[src/rtl/cp0_unit_pkg.sv]
// Shared CP0 definitions: register numbers, exception codes and fixed values.
// Other files pull these in with import cp0_unit_pkg::*.
package cp0_unit_pkg;

    localparam int DATA_W = 32;

    localparam logic [4:0] CP0_COUNT   = 5'd9;
    localparam logic [4:0] CP0_COMPARE = 5'd11;
    localparam logic [4:0] CP0_SR      = 5'd12;
    localparam logic [4:0] CP0_CAUSE   = 5'd13;
    localparam logic [4:0] CP0_EPC     = 5'd14;
    localparam logic [4:0] CP0_PRID    = 5'd15;

    localparam logic [4:0] EXC_INT  = 5'd0;
    localparam logic [4:0] EXC_NONE = 5'd0;

    localparam logic [DATA_W-1:0] PRID_VAL    = 32'h0000_2019;
    localparam logic [DATA_W-1:0] COMPARE_RST = 32'hFFFF_FFFF;

    // Restart address for the trapping instruction: a delay-slot
    // instruction restarts at its branch. The result is always word aligned.
    function automatic logic [DATA_W-1:0] epc_of(input logic [DATA_W-1:0] pc,
                                                 input logic              bd);
        logic [DATA_W-1:0] a;
        a = bd ? (pc - 32'd4) : pc;
        return {a[DATA_W-1:2], 2'b00};
    endfunction

endpackage

[src/rtl/cp0_unit.sv]
// MIPS-style coprocessor 0: SR, Cause, EPC, PRId and an inline Count/Compare timer.
// IntReq is decided combinationally in M stage; state commits on the next edge.
module cp0_unit
    import cp0_unit_pkg::*;
(
    input  logic              clk,
    input  logic              reset_n,
    input  logic [4:0]        A1,
    input  logic [4:0]        A2,
    input  logic [DATA_W-1:0] DIn,
    input  logic              WE,
    input  logic [DATA_W-1:0] PC,
    input  logic              BDIn,
    input  logic [4:0]        ExcCodeIn,
    input  logic [5:0]        HWInt,
    input  logic              EXLClr,
    output logic              IntReq,
    output logic [DATA_W-1:0] EPCOut,
    output logic [DATA_W-1:0] DOut
);

    logic [5:0]        r_im;
    logic              r_exl;
    logic              r_ie;
    logic              r_bd;
    logic [5:0]        r_ip;
    logic [4:0]        r_exccode;
    logic [DATA_W-1:0] r_epc;
    logic [DATA_W-1:0] r_count;
    logic [DATA_W-1:0] r_compare;
    logic              r_ti;
    logic              r_post_rst;

    logic [5:0]        w_ip_next;
    logic              w_int_pend;
    logic              w_take;
    logic              w_wr;

    // The timer shares the top interrupt line with HWInt[5].
    assign w_ip_next  = {HWInt[5] | r_ti, HWInt[4:0]};
    assign w_int_pend = r_ie && (|(w_ip_next & r_im));
    // r_post_rst masks the first cycle out of reset so nothing is taken
    // before the pipeline has refilled.
    assign w_take     = !r_post_rst && !r_exl &&
                        (w_int_pend || (ExcCodeIn != EXC_NONE));
    assign w_wr       = WE && !w_take;

    assign IntReq = w_take;
    assign EPCOut = r_epc;

    always_ff @(posedge clk) begin
        if (!reset_n) begin
            r_im       <= '0;
            r_exl      <= 1'b0;
            r_ie       <= 1'b0;
            r_bd       <= 1'b0;
            r_ip       <= '0;
            r_exccode  <= '0;
            r_epc      <= '0;
            r_count    <= '0;
            r_compare  <= COMPARE_RST;
            r_ti       <= 1'b0;
            r_post_rst <= 1'b1;
        end else begin
            r_post_rst <= 1'b0;
            r_ip       <= w_ip_next;
            r_count    <= r_count + 32'd1;
            if (r_count == r_compare) begin
                r_ti <= 1'b1;
            end
            if (w_take) begin
                r_exl     <= 1'b1;
                r_bd      <= BDIn;
                r_exccode <= w_int_pend ? EXC_INT : ExcCodeIn;
                r_epc     <= epc_of(PC, BDIn);
            end else begin
                if (w_wr) begin
                    case (A2)
                        CP0_SR: begin
                            r_im  <= DIn[15:10];
                            r_exl <= DIn[1];
                            r_ie  <= DIn[0];
                        end
                        CP0_EPC:     r_epc   <= DIn;
                        CP0_COUNT:   r_count <= DIn;
                        CP0_COMPARE: begin
                            r_compare <= DIn;
                            r_ti      <= 1'b0;
                        end
                        default: ;
                    endcase
                end
                // eret wins over an mtc0 that tries to set EXL in the same cycle.
                if (EXLClr) begin
                    r_exl <= 1'b0;
                end
            end
        end
    end

    always_comb begin
        DOut = '0;
        case (A1)
            CP0_SR:      DOut = {16'h0000, r_im, 8'h00, r_exl, r_ie};
            CP0_CAUSE:   DOut = {r_bd, 15'h0000, r_ip, 3'b000, r_exccode, 2'b00};
            CP0_EPC:     DOut = r_epc;
            CP0_PRID:    DOut = PRID_VAL;
            CP0_COUNT:   DOut = r_count;
            CP0_COMPARE: DOut = r_compare;
            default:     DOut = '0;
        endcase
    end

endmodule

[config.mk]
export PLATFORM = sky130hd
export DESIGN_NAME = cp0_unit
export DESIGN_NICKNAME = d
export VERILOG_FILES = /design/src/rtl/cp0_unit_pkg.sv /design/src/rtl/cp0_unit.sv
export SDC_FILE = /design/constraint.sdc
export NUM_CORES = 1
export LEC_CHECK = 0
export ABC_AREA = 1
export BUFFER_PORTS_ARGS = -buffer_cell sky130_fd_sc_hd__buf_2
export CAP_MARGIN = 10
export CORE_MARGIN = 3
export CORE_UTILIZATION = 45
export CTS_CLUSTER_SIZE = 12
export DETAILED_ROUTE_END_ITERATION = 6
export PLACE_DENSITY = 0.75
export SETUP_SLACK_MARGIN = 0.02
export SYNTH_ARGS = -nofsm -noshare
export SYNTH_HDL_FRONTEND = slang
export SYNTH_SLANG_ARGS = --single-unit
[constraint.sdc]
create_clock -name clk -period 2.8 [get_ports clk]
set_input_delay 0.56 -clock clk [delete_from_list [all_inputs] [get_ports clk]]
set_output_delay 0.56 -clock clk [all_outputs]
set_load 0.1 [all_outputs]
# Word level (Yosys, flattened, before mapping)
# Index checks and enable logic that the tools add are counted.
[classes]
n_addsub = 2
n_eq_ne = 11
n_mux = 18
n_bitwise = 4
n_reduce_logical = 20
[op_table]
columns = ["cell", "count"]
rows = [
  ["32-bit two-way mux", 7],
  ["32-bit case mux with 6 select lines", 1],
  ["5-bit by 4-bit equality test with 1-bit output, second input constant", 10],
  ["32-bit by 1-bit adder with 32-bit output, second input constant", 1],
  ["32-bit equality test", 1],
  ["32-bit by 3-bit subtractor with 32-bit output, second input constant", 1],
  ["1-bit two-way mux", 9],
  ["6-bit bitwise AND", 1],
  ["2-bit AND reduction", 3],
  ["3-bit AND reduction", 2],
  ["3-bit nonzero test", 2],
  ["6-bit OR reduction", 1],
  ["5-bit two-way mux", 1],
  ["5-bit nonzero test", 1],
  ["1-bit logical AND", 4],
  ["2-bit nonzero test", 2],
  ["1-bit zero test", 3],
  ["1-bit inverter", 2],
  ["2-bit OR reduction", 1],
  ["1-bit logical OR", 1],
  ["1-bit bitwise OR", 1],
]
[word_totals]
ff_bits = 118
out_inout_bits = 65
elab_cells = 67

# Longest topological paths before layout
[logic_depth]
depth_word = 11
ltp_mapped = 13

# Least setup slack after synthesis
# No wires, ideal clock.
[synth_path]
kind = "input-to-output"
start = "input port A1[4]"
end = "output port DOut[17]"
arrival_time_ps = 3421
setup_slack_ps = -1181
cell_stages = 6
n_path_buf = 1
cell_sequence = "inv_1 nand3_1 nor2_2 inv_1 clkbuf_1 o21ai_0"
[synth_via]
elab_chain_len = 2
[synth_rtl]
columns = ["item", "line", "rtl"]
rows = [
  ["from (decl)", "cp0_unit.sv:8", "input logic [4:0] A1,"],
  ["5-bit by 4-bit equality test with 1-bit output", "cp0_unit.sv:103", "case (A1)"],
  ["32-bit case mux with 6 select lines *", "cp0_unit.sv:103", ""],
  ["to (decl)", "cp0_unit.sv:19", "output logic [DATA_W-1:0] DOut"],
]
# Every way passes the cells marked *; elsewhere a longest branch is shown, timed or not.

# Final worst setup path
[layout_path]
start = "input port A1[3]"
end = "output port DOut[21]"
# The elaborated chain is that of the path after synthesis.

==> qor_table.md <==
| Parameter | Reported | Unit |
| --- | --- | --- |
| Total core area | 0.0169 | mm² |
| Power Internal | 0.00356 | W |
| Part of the power in combinational logic | 19.4 | % |
| Number of distinct library cell variants in the gate-level netlist after synthesis | 40 | - |
| Floorplan die height | 138 | µm |
| Average vias per placed instance | 5.48 | - |
| Highest ir drop seen on vdd | 410 | µV |
| Path type of the worst min-delay path | in -> reg | - |
| Sequential fraction of the synthesis area | 30.0 | % |
| Power per Cell Area | 513 | mW/mm² |
| Final Core Density | 59.8 | % |
| First-pass GRT wire length | 44600 | µm |
| CTS sink count | 118 | - |
| Number of remaining DRC errors | 2 | - |
| Clock network fraction of total power | 45.8 | % |
| Async set-reset flop share out of synthesis | 0 | % |
| Cell types with the largest area share after synthesis | sky130_fd_sc_hd__dfxtp_1 (30%), sky130_fd_sc_hd__nand2_1 (18%), sky130_fd_sc_hd__nand3_1 (11%), sky130_fd_sc_hd__nor2_1 (8.6%), sky130_fd_sc_hd__inv_1 (6.4%) | - |
| Post-synth top area share | 30.0 | % |
| Overall track demand over capacity in global routing | 28.9 | % |
| Sequential cell fraction of total power | 34.8 | % |
| Number of flops mapped to enable cells by yosys | 0 | - |
| Synthesized Nets | 1380 | - |
| Slew at the pin closest to its max-slew limit | 0.952 | ns |
| Element type at the critical path end | output pin | - |
| Critical path data required time | 2.24 | ns |
| Largest fanout of any net on the critical path | 23 | - |
| Fin. max-slew vios | 0 | - |
| Reg2reg start | r_ti$_SDFF_PN0_ | - |
| Clock Pin Slew Worst Setup and Hold Paths | 0.06 | ns |
| Critical-path top delay cell | sky130_fd_sc_hd__o21ai_1 | - |
| Via count | 9116 | - |
| Detailed-route wire length per cell | 17.1 | µm |
| Number of warnings reported in the yosys synthesis log | 0 | - |
| Antenna violation net count after detailed routing | 0 | - |
| Via count of the first global-routing pass | 8440 | - |
| Clock tree from TritonCTS | built | - |
| Setup CP Type | in -> out | - |
| Cells along the critical path | buf_2, inv_8, nor2_1, inv_1, nor2_4, inv_2, o21ai_1, buf_12 | - |
| Number of post-CTS setup repair buffers | 0 | - |
| Post-Synthesis Mean Instance Area | 6.12 | µm² |
| WP data arrival | 2.15 | ns |
| Setup TNS after final layout | 0 | ns |
| Worst-case clock buffer depth | 2 | - |
| Area of the die | 0.0191 | mm² |
| Main synth FF type | sky130_fd_sc_hd__dfxtp_1 | - |
| Total wire length | 28500 | µm |
| Area growth from synthesis to layout | 28.0 | % |
| Starting DRC count in detailed routing | 1021 | - |
| Startpoint types | input port | - |
| Worst slack after detailed placement | 0.146 | ns |
| Largest delay contributor family on the critical path | buffers and inverters | - |
| Max-capacitance violation count | 0 | - |
| Chip Width | 138 | µm |
| R2R setup slack | 0.65 | ns |
| Netlist area before placement | 0.00789 | mm² |
| Cell types with the highest counts after synthesis | sky130_fd_sc_hd__nand2_1 (380), sky130_fd_sc_hd__nor2_1 (180), sky130_fd_sc_hd__nand3_1 (169) | - |
| Fraction of final layout cells sized beyond drive strength 1 | 18.0 | % |
| Detail Placement HPWL | 21500 | µm |
| Switching share of total power | 31.3 | % |
| Number of placement rows | 47 | - |
| Clock Latency Late Sink | 0.42 | ns |
| Worst relative slew slack | 36.5 | % |
| Achievable clock frequency | 369 | MHz |
| Violated checks | DRC | - |
| Worst setup startpoint | A1[3] | - |
| Final setup violation count | 0 | - |
| TritonRoute pass-1 iters | 7 | - |
| Clock root buffer master | sky130_fd_sc_hd__clkbuf_16 | - |
| Final min period | 2.71 | ns |
| Deepest level of the CTS H-tree | 4 | - |
| Worst min-delay path startpoint | HWInt[3] | - |
| Most common cell in the netlist | sky130_fd_sc_hd__nand2_1 | - |
| Maximum cell stage delay along the critical path | 0.40 | ns |
| Status | complete, but fails checks | - |
| Initial core utilization | 46.7 | % |
| Initial antenna violation count | 1 | - |
| Cell accounting for the most synthesized area | sky130_fd_sc_hd__dfxtp_1 | - |
| Bufs and invs on worst path | 5 | - |
| Largest net degree at the start of global routing | 87 | - |
| LEAKAGE | 4.59 | nW |
| Clock buffers created by TritonCTS | 17 | - |
| Final worst setup slack | 0.0899 | ns |
| Synth Instances | 1288 | - |
| Resized Gates After CTS | 0 | - |
| Overall overflow remaining after global route | 0 | - |
| Routability cong. | 1.00 | - |
| Unrepaired setup endpoints after global routing | false | - |
| Count of hold buffers inserted by post-cts repair | 0 | - |
| Boundary Pins | 155 | - |
| Power spent charging and discharging nets | 0.00162 | W |
| # diodes | 0 | - |
| Number of flip-flops and latches in the synthesized netlist | 118 | - |
| Number of hold violations in the final report | 0 | - |
| Count of buffers from port buffering | 152 | - |
| Final worst clock skew | 0.00655 | ns |
| Final #Nets | 1521 | - |
| Portion of the clock cycle consumed by the worst path in the final layout | 96.8 | % |
[final cells by class]
type                    count  area, µm²
well taps                 220        275
flip-flops and latches    118       2360
repair buffers            171       1420
clock buffers              21        470
clock inverters            11        171
fillers                  1557       6790
multi-input cells         981       4840
inverters                 140        543
[per-stage QoR]
step / instance area [µm²] / power [W] / hold slack, ns / instances
global placement: 9450 / 0.00282 / 0.443 / 1630
detailed placement: 9450 / 0.00283 / 0.440 / 1630
global route: 10100 / 0.00532 / 0.345 / 1662
CTS: 10100 / 0.00517 / 0.321 / 1662
floorplan: 8030 / 0.00251 / 0.426 / 1288
finish: 10100 / 0.00518 / 0.333 / 1662
[flip-flops by register name, summed over array words and instances (netlist names), 5 cells and up]
name,cells
EPCOut,32
r_compare,32
r_count,32
r_exccode,5
r_im,6
r_ip,6
[metal layers]
| layer | global-route usage, % | wire (µm) | share of wire [%] | vias up |
|---|---|---|---|---|
| met4 | 8.32 | 531 | 1.9 | 2 |
| met2 | 47.6 | 13400 | 47 | 435 |
| met1 | 38.4 | 11600 | 41 | 4196 |
| li1 | - | - | - | 4443 |
| met5 | 0 | 7 | 0.025 | - |
| met3 | 5.94 | 2950 | 10 | 40 |
[power by group through the flow]
stage	Clock, W	Sequential (W)	Combinational [W]
3_5_place_dp	0	0.00184	0.000989
2_1_floorplan	0	0.00208	0.000433
3_3_place_gp	0	0.00184	0.000980
4_1_cts	0.00237	0.00180	0.000994
6_report	0.00237	0.00180	0.00100
5_1_grt	0.00245	0.00181	0.00106
[path summary, 6_finish.rpt]
check,to,cells after the start
worst max-delay path,DOut[21],8
worst min-delay path,r_ip[3]$_SDFF_PN0_,3
worst max register to register,r_compare[29]$_SDFFE_PN1P_,12
worst min register to register,r_exccode[0]$_SDFFE_PN0P_,2
[worst register-to-register path, delay by kind of cell, from the launching register on]
kind,cells,cell delay [ns]
and+or+nand+nor,11,1.56
DFF,1,0.34
buffers and inverters,1,0.09
[logic make-up after synthesis]
| kind of cell | synth area share, % |
|---|---|
| simple gates | 44.3 |
| buf+inv | 10.2 |
| compound gates | 10.3 |
| flops | 30.0 |
| xor+xnor | 5.00 |
| fa+ha+maj | 0.317 |
[placed cells by master, fill, tap and decap left out, types with 20 or more instances in the layout]
cell type,synthesis,layout
sky130_fd_sc_hd__buf_2,10,119
sky130_fd_sc_hd__o21ai_0,48,44
sky130_fd_sc_hd__nand4_1,20,20
sky130_fd_sc_hd__nand2_1,380,380
sky130_fd_sc_hd__buf_12,0,35
sky130_fd_sc_hd__a21oi_1,24,24
sky130_fd_sc_hd__inv_1,134,130
sky130_fd_sc_hd__nand3_1,169,168
sky130_fd_sc_hd__nor2_1,180,177
sky130_fd_sc_hd__dfxtp_1,118,118
sky130_fd_sc_hd__xnor2_1,32,32
Note: power is estimated with default switching activity, not from simulation.
